--- config.mk ---
export PLATFORM = sky130hd
export DESIGN_NAME = med_lcd_driver_flat
export DESIGN_NICKNAME = d
export VERILOG_FILES = /design/src/rtl/med_lcd_if.sv /design/src/rtl/med_lcd_driver.sv /design/src/flat_wrapper.sv
export SDC_FILE = /design/constraint.sdc
export NUM_CORES = 1
export LEC_CHECK = 0
export CAP_MARGIN = 0
export CORE_MARGIN = 2
export CORE_UTILIZATION = 25
export DETAILED_ROUTE_END_ITERATION = 16
export DONT_BUFFER_PORTS = 1
export HOLD_SLACK_MARGIN = 0.12
export PLACE_DENSITY = 0.44
export SLEW_MARGIN = 30
export SYNTH_ARGS = -nofsm -noshare
export SYNTH_HDL_FRONTEND = slang
export SYNTH_SLANG_ARGS = --single-unit
--- constraint.sdc ---
create_clock -name clk -period 7.9 [get_ports clk]
set_input_delay 2.37 -clock clk [delete_from_list [all_inputs] [get_ports clk]]
set_output_delay 2.37 -clock clk [all_outputs]
set_load 0.03 [all_outputs]
--- src/rtl/med_lcd_if.sv ---
// Display-side bundle between the medication scheduler and the HD44780 driver.
// master = driver (owns the LCD pins), slave = scheduler/LCD side.
interface med_lcd_if;
  logic [7:0] disp_data;
  logic       disp_alarm;
  logic [3:0] lcd_db;
  logic       lcd_rs;
  logic       lcd_e;
  logic       busy;
  logic       init_done;

  modport master (
    input  disp_data, disp_alarm,
    output lcd_db, lcd_rs, lcd_e, busy, init_done
  );

  modport slave (
    output disp_data, disp_alarm,
    input  lcd_db, lcd_rs, lcd_e, busy, init_done
  );
endinterface

--- src/rtl/med_lcd_driver.sv ---
// HD44780 4-bit driver: power-up init, then rewrites the "HH A" line-1 frame
// whenever the scheduler's display byte or alarm flag changes.
module med_lcd_driver #(
  parameter int E_CYCLES     = 5,
  parameter int CMD_WAIT     = 500,
  parameter int CLEAR_WAIT   = 20000,
  parameter int POWERUP_WAIT = 200000
) (
  input  logic     clk,
  input  logic     rst_n,
  input  logic     ena,
  med_lcd_if.master bus
);

  typedef enum logic [1:0] {ST_PWRUP, ST_INIT, ST_IDLE, ST_FRAME} state_e;
  typedef enum logic [1:0] {PH_SETUP, PH_HIGH, PH_LOW, PH_WAIT} phase_e;

  localparam logic [19:0] E_LAST     = 20'(E_CYCLES - 1);
  localparam logic [19:0] CMD_LAST   = 20'(CMD_WAIT - 1);
  localparam logic [19:0] CLEAR_LAST = 20'(CLEAR_WAIT - 1);
  localparam logic [19:0] PWR_LAST   = 20'(POWERUP_WAIT - 1);
  localparam logic [2:0]  INIT_LAST  = 3'd7;
  localparam logic [2:0]  FRAME_LAST = 3'd4;

  function automatic logic [7:0] hex_char(input logic [3:0] n);
    return (n < 4'd10) ? (8'h30 + {4'h0, n}) : (8'h37 + {4'h0, n});
  endfunction

  // Entry is {rs, byte}. Init steps 0..3 are single high nibbles (8-bit mode wake-up).
  function automatic logic [8:0] seq_entry(input state_e st, input logic [2:0] step,
                                           input logic [8:0] snap);
    logic [8:0] e;
    e = 9'h120;
    if (st == ST_INIT) begin
      case (step)
        3'd0, 3'd1, 3'd2: e = 9'h030;
        3'd3:             e = 9'h020;
        3'd4:             e = 9'h028;
        3'd5:             e = 9'h00C;
        3'd6:             e = 9'h001;
        default:          e = 9'h006;
      endcase
    end else begin
      case (step)
        3'd0:    e = 9'h080;
        3'd1:    e = {1'b1, hex_char(snap[7:4])};
        3'd2:    e = {1'b1, hex_char(snap[3:0])};
        3'd3:    e = 9'h120;
        default: e = snap[8] ? 9'h141 : 9'h120;
      endcase
    end
    return e;
  endfunction

  state_e      state_q, state_d;
  phase_e      phase_q, phase_d;
  logic [19:0] cnt_q, cnt_d;
  logic [2:0]  step_q, step_d;
  logic        nib_lo_q, nib_lo_d;
  logic [8:0]  snap_q, snap_d;
  logic [3:0]  lcd_db_q, lcd_db_d;
  logic        lcd_rs_q, lcd_rs_d;
  logic        lcd_e_q, lcd_e_d;
  logic        busy_q, busy_d;
  logic        init_done_q, init_done_d;

  logic [8:0]  cur_entry, nxt_entry;
  logic [19:0] wait_last;
  logic        single_nib, last_step, load;

  always_comb begin
    cur_entry  = seq_entry(state_q, step_q, snap_q);
    single_nib = (state_q == ST_INIT) && (step_q < 3'd4);
    last_step  = (state_q == ST_INIT) ? (step_q == INIT_LAST) : (step_q == FRAME_LAST);
    wait_last  = (cur_entry == 9'h001) ? CLEAR_LAST : CMD_LAST;

    state_d     = state_q;
    phase_d     = phase_q;
    cnt_d       = cnt_q;
    step_d      = step_q;
    nib_lo_d    = nib_lo_q;
    snap_d      = snap_q;
    lcd_db_d    = lcd_db_q;
    lcd_rs_d    = lcd_rs_q;
    lcd_e_d     = lcd_e_q;
    busy_d      = busy_q;
    init_done_d = init_done_q;
    load        = 1'b0;

    if (ena) begin
      case (state_q)
        ST_PWRUP: begin
          if (cnt_q == PWR_LAST) begin
            cnt_d    = '0;
            state_d  = ST_INIT;
            phase_d  = PH_SETUP;
            step_d   = '0;
            nib_lo_d = 1'b0;
            load     = 1'b1;
          end else begin
            cnt_d = cnt_q + 20'd1;
          end
        end
        ST_IDLE: begin
          if ({bus.disp_alarm, bus.disp_data} != snap_q) begin
            snap_d   = {bus.disp_alarm, bus.disp_data};
            state_d  = ST_FRAME;
            phase_d  = PH_SETUP;
            step_d   = '0;
            nib_lo_d = 1'b0;
            busy_d   = 1'b1;
            load     = 1'b1;
          end
        end
        default: begin
          case (phase_q)
            PH_SETUP: begin
              phase_d = PH_HIGH;
              lcd_e_d = 1'b1;
              cnt_d   = '0;
            end
            PH_HIGH: begin
              if (cnt_q == E_LAST) begin
                phase_d = PH_LOW;
                lcd_e_d = 1'b0;
                cnt_d   = '0;
              end else begin
                cnt_d = cnt_q + 20'd1;
              end
            end
            PH_LOW: begin
              if (cnt_q == E_LAST) begin
                cnt_d = '0;
                if (single_nib || nib_lo_q) begin
                  phase_d = PH_WAIT;
                end else begin
                  nib_lo_d = 1'b1;
                  phase_d  = PH_SETUP;
                  load     = 1'b1;
                end
              end else begin
                cnt_d = cnt_q + 20'd1;
              end
            end
            default: begin
              if (cnt_q == wait_last) begin
                cnt_d = '0;
                if (last_step && state_q == ST_FRAME) begin
                  state_d = ST_IDLE;
                  phase_d = PH_SETUP;
                  busy_d  = 1'b0;
                end else if (last_step) begin
                  // Forced refresh: capture current inputs even if they match the snapshot.
                  state_d     = ST_FRAME;
                  init_done_d = 1'b1;
                  snap_d      = {bus.disp_alarm, bus.disp_data};
                  step_d      = '0;
                  nib_lo_d    = 1'b0;
                  phase_d     = PH_SETUP;
                  load        = 1'b1;
                end else begin
                  step_d   = step_q + 3'd1;
                  nib_lo_d = 1'b0;
                  phase_d  = PH_SETUP;
                  load     = 1'b1;
                end
              end else begin
                cnt_d = cnt_q + 20'd1;
              end
            end
          endcase
        end
      endcase
    end

    // Nibble and rs are presented on entry to SETUP and then held through HIGH/LOW.
    nxt_entry = seq_entry(state_d, step_d, snap_d);
    if (load) begin
      lcd_rs_d = nxt_entry[8];
      lcd_db_d = nib_lo_d ? nxt_entry[3:0] : nxt_entry[7:4];
    end
  end

  always_ff @(posedge clk or negedge rst_n) begin
    if (!rst_n) begin
      state_q     <= ST_PWRUP;
      phase_q     <= PH_SETUP;
      cnt_q       <= '0;
      step_q      <= '0;
      nib_lo_q    <= 1'b0;
      snap_q      <= '0;
      lcd_db_q    <= '0;
      lcd_rs_q    <= 1'b0;
      lcd_e_q     <= 1'b0;
      busy_q      <= 1'b1;
      init_done_q <= 1'b0;
    end else begin
      state_q     <= state_d;
      phase_q     <= phase_d;
      cnt_q       <= cnt_d;
      step_q      <= step_d;
      nib_lo_q    <= nib_lo_d;
      snap_q      <= snap_d;
      lcd_db_q    <= lcd_db_d;
      lcd_rs_q    <= lcd_rs_d;
      lcd_e_q     <= lcd_e_d;
      busy_q      <= busy_d;
      init_done_q <= init_done_d;
    end
  end

  assign bus.lcd_db    = lcd_db_q;
  assign bus.lcd_rs    = lcd_rs_q;
  assign bus.lcd_e     = lcd_e_q;
  assign bus.busy      = busy_q;
  assign bus.init_done = init_done_q;

endmodule

--- src/flat_wrapper.sv ---
// flat-port wrapper written by rule: the top's interface ports become plain ports
module med_lcd_driver_flat 
#(
  parameter int E_CYCLES     = 5,
  parameter int CMD_WAIT     = 500,
  parameter int CLEAR_WAIT   = 20000,
  parameter int POWERUP_WAIT = 200000
)
  (clk, rst_n, ena, bus_disp_data, bus_disp_alarm, bus_lcd_db, bus_lcd_rs, bus_lcd_e, bus_busy, bus_init_done);
  med_lcd_if bus_i ();
  input  logic clk;
  input  logic rst_n;
  input  logic ena;
  input wire logic [$bits(bus_i.disp_data)-1:0] bus_disp_data;
  input wire logic [$bits(bus_i.disp_alarm)-1:0] bus_disp_alarm;
  output wire logic [$bits(bus_i.lcd_db)-1:0] bus_lcd_db;
  output wire logic [$bits(bus_i.lcd_rs)-1:0] bus_lcd_rs;
  output wire logic [$bits(bus_i.lcd_e)-1:0] bus_lcd_e;
  output wire logic [$bits(bus_i.busy)-1:0] bus_busy;
  output wire logic [$bits(bus_i.init_done)-1:0] bus_init_done;
  assign bus_i.disp_data = bus_disp_data;
  assign bus_i.disp_alarm = bus_disp_alarm;
  assign bus_lcd_db = bus_i.lcd_db;
  assign bus_lcd_rs = bus_i.lcd_rs;
  assign bus_lcd_e = bus_i.lcd_e;
  assign bus_busy = bus_i.busy;
  assign bus_init_done = bus_i.init_done;
  med_lcd_driver #(.E_CYCLES(E_CYCLES), .CMD_WAIT(CMD_WAIT), .CLEAR_WAIT(CLEAR_WAIT), .POWERUP_WAIT(POWERUP_WAIT)) u_core (.clk(clk), .rst_n(rst_n), .ena(ena), .bus(bus_i));
endmodule
==> results.py, run 1 <==
metrics = {
    "final_layout": {
        "drive_gt1_share_pct": 8.42,
        "final_cells": 556,
        "area_delta_synth_final_pct": 9.06,
        "insertedDiodeCount": 0,
        "n_fill_cell": 1465,
        "seq_area_um2": 1130,
        "multiInputGateArea_um2": 2030,
        "fin_nets": 405,
    },
    "critical_path": {
        "worstPathRequired_ns": 8.13,
        "rr_startpoint": "u_core.step_q[0]",
        "cp-start-kind": "primary input",
        "crit_fanout": 13,
        "slowest_delay_ns": 0.59,
        "path_cells": "xor2_1 > nor4_1 > a31oi_1 > o21ai_2 > a21o_1 > nand3_1 > a2111oi_0 > o21ai_0 > nand2_1",
        "path_class": "in -> reg",
        "cp_slowest_cell": "o21ai_2",
        "endpoint_kind": "flop",
        "critPathLaunch": "bus_disp_alarm",
        "cp.arrival_ns": 5.02,
    },
    "place": {
        "place.port_buffers": 0,
        "dp.cells": 548,
        "dpl.hpwl_um": 6480,
        "routabilityCongestion": 0.825,
    },
    "synth": {
        "syn_avg_cell_area_um2": 8.73,
        "yosysUniqueCellTypes": 72,
        "seq_area_frac_synth_pct": 33.9,
        "syn_inst": 381,
        "ys.flop_type": "dfrtp_1",
        "synthArstFlopShare_pct": 100,
        "synth_nets": 407,
        "synthTopCellsByArea": "dfrtp_1 (33%), ha_1 (5.3%), xor2_1 (4.7%)",
        "synth_top_cell_by_area": "dfrtp_1",
        "ys_warn_count": 0,
        "ys_ff_latch": 45,
        "synth_edf_count": 0,
        "synth_top_area_share_pct": 33.1,
        "syn_area_um2": 3330,
    },
    "min_path": {
        "hold_start": "u_core.cnt_q[6]",
        "hold_class": "reg -> reg",
    },
    "clocking": {
        "cts_resized": 0,
        "insertion_delay_ns": 0.29,
        "clkTransAtPathRegs_ns": 0.06,
        "cts_tree": "yes",
        "cts_root_buf": "clkbuf_16",
        "cts_setup_buffers": 0,
        "clockBufferDepth": 2,
        "cts_buffers": 5,
        "htreeDepth": 2,
        "cts.sinks": 45,
        "holdBufCountCts": 0,
    },
    "flow_run": {
        "maxCapViolCount": 0,
    },
    "routing": {
        "avgViaCountPerCell": 5.08,
        "dr_wl_met3_um": 362,
        "route.vias.total": 2825,
        "wl_met2_um": 4150,
        "top_layer_used": "met4",
        "met1_length_um": 4010,
        "routedWlPerCell_um": 15.5,
        "remaining_drc_errors": 0,
        "wirelength_um": 8640,
        "drt_pre_antenna_iters": 4,
        "dr.first_iter.drc_count": 152,
        "postRouteAntennaNets": 0,
    },
    "power_and_ir_drop": {
        "ir_drop_mv": 0.0709,
        "seqPwrFrac_pct": 41.4,
        "cellLeakagePower_uw": 0.00147,
        "p_comb_share_pct": 25.1,
        "switching_share_pct": 32.6,
        "clkPwrFrac_pct": 33.6,
        "switching_power_uw": 219,
        "p_int_uw": 451,
        "powerDensity_nw_per_um2": 185,
    },
    "global_route": {
        "antenna_found_initial": 0,
        "grt_pass1_wl_um": 14600,
        "grt_max_degree": 46,
        "grtUsageTotal_pct": 12.9,
        "grt-ovfl-total": 0,
        "grt_pass1_vias": 2842,
    },
    "die": {
        "core_area_um2": 13100,
        "row_count": 42,
        "die_x_um": 119,
        "ios": 20,
        "die_y_um": 119,
        "fp.dieArea_um2": 14200,
        "start_util_pct": 25.3,
    },
    "sta": {
        "fin_tns_setup_ns": 0,
        "clock.fmax_ghz": 0.209,
        "clock_skew_ns": 0.00401,
        "slew_headroom_pct": 52.0,
        "hold_violations": 0,
        "drv_slew": 0,
        "setup_viol_count_final": 0,
        "rsz0062_at_grt": "no",
        "fin_crit_sh_pct": 60.6,
        "finalCriticalPeriod_ns": 4.79,
        "worstMarginPinSlew_ns": 0.713,
    },
    "status": {
        "status": "completed",
    },
}
-- power by group through the flow --
| stage | logic, uW | clock network (uW) | registers (uW) |
|---|---|---|---|
| 3_5_place_dp | 169 | 0 | 281 |
| 5_1_grt | 195 | 242 | 281 |
| 2_1_floorplan | 137 | 0 | 273 |
| 6_report | 168 | 225 | 277 |
| 4_1_cts | 170 | 235 | 277 |
| 3_3_place_gp | 170 | 0 | 280 |
-- cells in the mapped netlist, types with 3 or more instances --
cell type and n:
dfrtp_1 44, nor2_1 41, nand2_1 33, o21ai_0 31, inv_1 24, nand3_1 19, xor2_1 18, ha_1 14
a21oi_1 13, nand4_1 10, nor3_1 9, xnor2_1 8, mux2_2 6, nor2b_1 5, a31oi_1 4, nand2b_1 4
nor4_1 4, o22ai_1 4, a21o_1 3, a32oi_1 3, and2_1 3, and3_1 3, mux2i_1 3, nor4b_1 3
o21ai_1 3, o31ai_1 3, o32ai_1 3, o41ai_1 3, or4_1 3
-- worst max-delay path: cells and delay by family --
kind / cells / cell delay, ns
and+or+nand+nor: 3 / 0.73
xor gates and xnor gates: 1 / 0.13
AOI/OAI and AO/OA: 5 / 1.78
-- final cells by class --
cell class,instances,area share [%]
Clock inverter,1,0.138
Clock buffer,7,4.21
Tap cell,176,6.07
Sequential cell,45,31.1
Multi-Input combinational cell,302,55.9
Inverter,25,2.59
-- sequential cells by signal, summed over array words and instances, names as in the netlist --
| name | cells |
|---|---|
| u_core.bus.busy | 1 |
| u_core.bus.init_done | 1 |
| u_core.bus.lcd_db | 4 |
| u_core.bus.lcd_e | 1 |
| u_core.bus.lcd_rs | 1 |
| u_core.cnt_q | 20 |
| u_core.nib_lo_q | 1 |
| u_core.phase_q | 2 |
| u_core.snap_q | 9 |
| u_core.state_q | 2 |
| u_core.step_q | 3 |
-- metrics by stage --
stage	total power, uW	hold WS [ns]	setup slack [ns]	util, %	area (um2)
2_1_floorplan	410	0.494	3.25	-	3330
3_3_place_gp	450	0.556	2.76	26.4	3470
3_5_place_dp	451	0.567	2.80	26.4	3470
4_1_cts	681	0.571	3.10	27.6	3630
5_1_grt	717	0.604	2.82	27.6	3630
6_report	670	0.570	3.11	27.6	3630
-- logic make-up (layout without fill, tap and decap cells) --
| logic type | Yosys count | in the layout | share of synthesized area (%) |
|---|---|---|---|
| adders and majority gates | 14 | 14 | 5.27 |
| xor gates and xnor gates | 26 | 26 | 6.84 |
| and+or+nand+nor | 154 | 154 | 24.3 |
| muxes | 9 | 9 | 2.93 |
| DFF | 45 | 45 | 33.9 |
| buffers and inverters | 34 | 33 | 5.19 |
| AOI/OAI and AO/OA | 99 | 99 | 21.6 |
-- per-layer routing --
metal | GRT usage [%] | up-vias
li1 | - | 1398
met1 | 16.3 | 1365
met2 | 21.7 | 53
met3 | 3.02 | 9
met4 | 4.04 | 0
met5 | 0 | -
-- layout by cell type, fill, tap and decap left out, types with 4 or more instances in the layout --
cell type	synthesis	final
clkbuf_16	0	5
o22ai_1	4	4
dfrtp_1	44	44
nor2b_1	5	4
nand4_1	10	10
o21ai_0	31	31
nor3_1	9	9
a31oi_1	4	4
nand3_1	19	19
a21oi_1	13	13
xor2_1	18	18
ha_1	14	14
nand2_1	33	33
nand2b_1	4	4
mux2_2	6	6
nor4_1	4	4
nor2_1	41	41
inv_1	24	24
xnor2_1	8	8
-- final timing paths --
check                                       end  slack (ns)  cells past startpoint
setup / recovery           u_core.bus.lcd_db[1]        3.11                      9
hold / removal                  u_core.cnt_q[6]        0.57                      1
setup reg to reg           u_core.bus.lcd_db[1]        3.96                     12
hold reg to reg                 u_core.cnt_q[6]        0.57                      1
max in group asynchronous       u_core.bus.busy        5.95                      0
min in group asynchronous       u_core.cnt_q[5]        1.77                      0
(Power assumes the default switching activity.)
==> inputs of run 2 (changes only) <==
clock period = 4.7 ns   (was 7.9 ns; I/O delays follow)
==> run 2 against run 1 <==
  * Sequential cell count stayed put
  * Via count is 0.78% higher
  * Die area stayed put
  * Sequential power is 67% higher
==> results.py, run 2 (same netlist as run 1, synthesis figures left out) <==
metrics = {
    "status": {
        "status": "completed",
    },
    "min_path": {
        "hold_start": "u_core.cnt_q[6]",
        "hold_class": "reg -> reg",
    },
    "final_layout": {
        "top_register": "u_core.cnt_q",
        "fin_nets": 407,
        "drive_gt1_share_pct": 8.64,
        "final_cell_mix": "dfrtp_1 (44), nor2_1 (41), nand2_1 (33)",
        "largest_reg_flops": 20,
        "n_fill_cell": 1441,
        "insertedDiodeCount": 0,
        "final_cells": 558,
        "final_common_cell": "dfrtp_1",
        "area_delta_synth_final_pct": 10.0,
    },
    "sta": {
        "fin_tns_setup_ns": 0,
        "clock.fmax_ghz": 0.256,
        "finalCriticalPeriod_ns": 3.90,
        "drv_slew": 0,
        "rsz0062_at_grt": "no",
        "hold_violations": 0,
        "setup_viol_count_final": 0,
        "worstMarginPinSlew_ns": 0.673,
        "fin_crit_sh_pct": 83.0,
        "slew_headroom_pct": 54.7,
        "clock_skew_ns": 0.0118,
    },
    "die": {
        "die_x_um": 119,
        "ios": 20,
        "start_util_pct": 25.3,
        "die_y_um": 119,
        "core_area_um2": 13100,
        "fp.dieArea_um2": 14200,
        "row_count": 42,
    },
    "critical_path": {
        "endpoint_kind": "flop",
        "rr_startpoint": "u_core.step_q[0]",
        "worstPathRequired_ns": 4.93,
        "critPathLaunch": "u_core.step_q[0]",
        "path_class": "reg -> reg",
        "cp-start-kind": "flop",
        "crit_fanout": 22,
        "cp.arrival_ns": 4.13,
    },
    "power_and_ir_drop": {
        "p_comb_share_pct": 24.8,
        "cellLeakagePower_uw": 0.00148,
        "ir_drop_mv": 0.135,
        "clkPwrFrac_pct": 36.1,
        "switching_share_pct": 31.9,
        "switching_power_uw": 377,
        "p_int_uw": 803,
        "seqPwrFrac_pct": 39.1,
        "powerDensity_nw_per_um2": 323,
    },
    "clocking": {
        "cts_setup_buffers": 0,
        "cts_root_buf": "clkbuf_16",
        "htreeDepth": 2,
        "cts_buffers": 5,
        "cts.sinks": 45,
        "insertion_delay_ns": 0.29,
        "clockBufferDepth": 2,
        "holdBufCountCts": 0,
        "cts_tree": "yes",
        "clkTransAtPathRegs_ns": 0.07,
        "cts_resized": 0,
    },
    "routing": {
        "drt_pre_antenna_iters": 4,
        "remaining_drc_errors": 0,
        "avgViaCountPerCell": 5.10,
        "route.vias.total": 2847,
        "postRouteAntennaNets": 0,
        "dr.first_iter.drc_count": 165,
        "wirelength_um": 8690,
        "routedWlPerCell_um": 15.6,
    },
    "place": {
        "routabilityCongestion": 0.816,
        "place.port_buffers": 0,
        "dpl.hpwl_um": 6500,
        "dp.cells": 550,
    },
    "global_route": {
        "grt_pass1_vias": 2846,
        "grtUsageTotal_pct": 12.8,
        "antenna_found_initial": 0,
        "grt_pass1_wl_um": 14700,
        "grt_max_degree": 46,
        "grt-ovfl-total": 0,
    },
    "flow_run": {
        "maxCapViolCount": 0,
    },
}
-- run 2: changes by cell type in the layout (fill, tap and decap cells not counted), sizes merged --
cell	before	now
bufinv	0	1
clkinvlp	0	1
buf	0	2
clkinv	1	0
clkbuf	7	6
-- run 2: routing by layer --
metal  vias to the layer above  global-route usage, %  wire length [um]
met5                         -                      0                 0
met4                         0                   3.24                71
met3                         6                   2.87               382
met2                        57                   21.7              4290
met1                      1392                   16.4              3950
li1                       1392                      -                 -
-- run 2: final cells by class --
class	count	area [um2]	area share (%)
Clock buffer	6	139	3.79
Clock inverter	2	37.5	1.03
Inverter	25	93.8	2.56
Multi-Input combinational cell	302	2030	55.4
Sequential cell	45	1130	30.8
Tap cell	176	220	6.02
Timing Repair Buffer	2	15.0	0.410
-- run 2: final timing paths --
check | end | slack, ns | cells after the start
setup / recovery | u_core.bus.lcd_db[1] | 0.80 | 12
max in group asynchronous | u_core.bus.busy | 3.72 | 0
hold reg to reg | u_core.cnt_q[6] | 0.56 | 1
min in group asynchronous | u_core.cnt_q[1] | 0.81 | 0
setup reg to reg | u_core.bus.lcd_db[1] | 0.80 | 12
hold / removal | u_core.cnt_q[6] | 0.56 | 1
-- run 2: metrics by stage --
step	total power [uW]	area (um2)	hold slack, ns	utilization (%)	worst slack, ns
after floorplan	689	3330	0.494	-	1.01
after global placement	760	3480	0.555	26.5	0.524
after detailed placement	764	3480	0.552	26.5	0.562
after CTS	1200	3660	0.560	27.9	0.759
after global routing	1260	3660	0.594	27.9	0.542
final	1180	3660	0.560	27.9	0.799
-- run 2: worst max-delay path, cell delays in order, from the launching register on --
cell       delay [ns]
dfrtp_1          0.48
inv_1            0.10
ha_1             0.23
nand4bb_1        0.25
or4_4            0.58
o32a_2           0.27
o21bai_4         0.44
mux2_2           0.42
inv_1            0.10
ha_1             0.23
a2111oi_0        0.44
o21ai_0          0.20
nand2_1          0.09
-- run 2: power groups by stage --
stage / combinational (uW) / sequential, uW / clock, uW
after detailed placement: 295 / 469 / 0
after CTS: 297 / 462 / 439
after global placement: 292 / 468 / 0
after global routing: 334 / 468 / 455
after floorplan: 230 / 460 / 0
final: 293 / 462 / 426
==> inputs of run 3 (changes only) <==
clock period = 4.1 ns   (was 4.7 ns; I/O delays follow)
==> run 3 against run 2 <==
  * Setup slack got worse by 0.48 ns
  * Sequential power increased by 15%
  * Die area unchanged
  * Routed wire length increased by 4.6%
  * Utilization about the same
  * Power increased by 7.1%
  * Cell count increased by 0.90%
  * Register-to-register slack got worse by 0.48 ns
  * Count of clock-buffer cells in the layout unchanged
  * Combinational power increased by 14%
  * Critical path type unchanged
  * Critical endpoint unchanged
  * Highest routed layer unchanged
==> results.py, run 3 (same netlist as run 1, synthesis figures left out) <==
metrics = {
    "power_and_ir_drop": {
        "switching_power_uw": 422,
        "powerDensity_nw_per_um2": 345,
        "p_comb_share_pct": 26.4,
        "switching_share_pct": 33.4,
        "cellLeakagePower_uw": 0.00150,
        "clkPwrFrac_pct": 31.5,
        "p_int_uw": 842,
        "ir_drop_mv": 0.150,
        "seqPwrFrac_pct": 42.1,
    },
    "sta": {
        "layout_setup_ws_ns": 0.322,
        "rsz0062_at_grt": "no",
        "finalCriticalPeriod_ns": 3.78,
        "clock.fmax_ghz": 0.265,
        "fin_tns_setup_ns": 0,
        "timing.hold.ws_ns": 0.569,
        "slew_headroom_pct": 55.5,
        "drv_slew": 0,
        "clock_skew_ns": 0.00633,
        "setup_viol_count_final": 0,
        "fin_crit_sh_pct": 92.1,
        "hold_violations": 0,
        "worstMarginPinSlew_ns": 0.661,
    },
    "die": {
        "fp.dieArea_um2": 14200,
        "row_count": 42,
        "ios": 20,
        "start_util_pct": 25.3,
        "die_x_um": 119,
        "core_area_um2": 13100,
        "die_y_um": 119,
    },
    "global_route": {
        "grtUsageTotal_pct": 13.1,
        "grt_max_degree": 46,
        "antenna_found_initial": 0,
        "grt_pass1_wl_um": 14800,
        "grt_pass1_vias": 2913,
        "grt-ovfl-total": 0,
    },
    "place": {
        "dp_slack_ns": 0.246,
        "dpl_cell_area_um2": 3510,
        "routabilityCongestion": 0.852,
        "place.port_buffers": 0,
        "dpl.hpwl_um": 6700,
    },
    "critical_path": {
        "path_class": "reg -> reg",
        "cp-start-kind": "flop",
        "cp_slowest_cell": "or4_4",
        "cp.arrival_ns": 4.01,
        "endpoint_kind": "flop",
        "cp_num_buf_inv": 2,
        "worstPathRequired_ns": 4.33,
        "slowest_delay_ns": 0.58,
        "path_cells": "inv_1 > ha_1 > nand4bb_1 > or4_4 > o32a_2 > o21bai_4 > mux2_2 > inv_1 > ha_1 > a2111oi_0 > o21ai_0 > nand2_1",
        "cp_top_family": "compound AO/OA/AOI/OAI gates",
        "crit_fanout": 11,
    },
    "final_layout": {
        "final_common_cell": "dfrtp_1",
        "final_area_um2": 3660,
        "drive_gt1_share_pct": 9.56,
        "top_register": "u_core.cnt_q",
        "final_cell_mix": "dfrtp_1 (44), nor2_1 (41), nand2_1 (33)",
        "finish.utilization_pct": 27.9,
        "area_delta_synth_final_pct": 10.1,
        "largest_reg_flops": 20,
        "fin_nets": 412,
        "insertedDiodeCount": 0,
        "n_fill_cell": 1467,
    },
    "clocking": {
        "clockBufferDepth": 2,
        "holdBufCountCts": 0,
        "cts_tree": "yes",
        "cts_resized": 0,
        "clkTransAtPathRegs_ns": 0.06,
        "cts_root_buf": "clkbuf_16",
        "cts_setup_buffers": 0,
        "cts_buffers": 5,
        "insertion_delay_ns": 0.29,
        "cts.sinks": 45,
        "htreeDepth": 2,
    },
    "routing": {
        "drt_pre_antenna_iters": 4,
        "avgViaCountPerCell": 5.10,
        "route.vias.total": 2869,
        "remaining_drc_errors": 0,
        "dr_wl_met3_um": 335,
        "dr.first_iter.drc_count": 176,
        "postRouteAntennaNets": 0,
        "met1_length_um": 4350,
        "top_layer_used": "met4",
        "wl_met2_um": 4290,
        "routedWlPerCell_um": 16.2,
        "wirelength_um": 9090,
    },
    "flow_run": {
        "maxCapViolCount": 0,
    },
    "min_path": {
        "hold_class": "reg -> reg",
    },
    "status": {
        "status": "completed",
    },
}
==> run 3: cell count changes in the layout (fill, tap and decap cells not counted) <==
| cell | previous run | this run |
|---|---|---|
| buf_4 | 2 | 6 |
| bufinv_16 | 1 | 0 |
| clkbuf_1 | 0 | 1 |
| clkbuf_8 | 1 | 0 |
| clkinv_2 | 0 | 2 |
| clkinvlp_4 | 1 | 0 |
| o21bai_2 | 0 | 1 |
==> run 3: worst paths after layout <==
check                            startpoint                   end  depth (start not counted)  slack, ns
max in group asynchronous             rst_n       u_core.bus.busy                          0       3.30
min reg2reg                 u_core.cnt_q[6]       u_core.cnt_q[6]                          1       0.57
min                         u_core.cnt_q[6]       u_core.cnt_q[6]                          1       0.57
max                        u_core.step_q[0]  u_core.bus.lcd_db[1]                         12       0.32
max reg2reg                u_core.step_q[0]  u_core.bus.lcd_db[1]                         12       0.32
min in group asynchronous             rst_n       u_core.cnt_q[5]                          0       0.63
==> run 3: layout make-up <==
cell class,count,area (um2),area share [%]
inverters,25,93.8,2.56
flip-flops and latches,45,1130,30.8
repair buffers,6,45.0,1.23
clock buffers,6,129,3.52
clock inverters,2,10.0,0.273
well taps,176,220,6.01
multi-input cells,303,2040,55.6
==> run 3: power groups by stage <==
| stage | sequential (uW) | clock, uW | combinational [uW] |
|---|---|---|---|
| 2_1_floorplan | 527 | 0 | 263 |
| 3_3_place_gp | 537 | 0 | 337 |
| 3_5_place_dp | 539 | 0 | 337 |
| 4_1_cts | 531 | 417 | 337 |
| 5_1_grt | 537 | 435 | 383 |
| 6_report | 532 | 398 | 334 |
==> run 3: through the flow <==
step / total power (uW) / cells
after global routing: 1350 / 563
after global placement: 874 / 554
after detailed placement: 876 / 554
after CTS: 1290 / 562
final: 1260 / 563
after floorplan: 790 / 381
==> run 3: routing by layer <==
metal | GRT usage [%] | vias up
li1 | - | 1409
met2 | 21.9 | 44
met5 | 0 | -
met1 | 17.0 | 1405
met3 | 2.78 | 11
met4 | 3.38 | 0
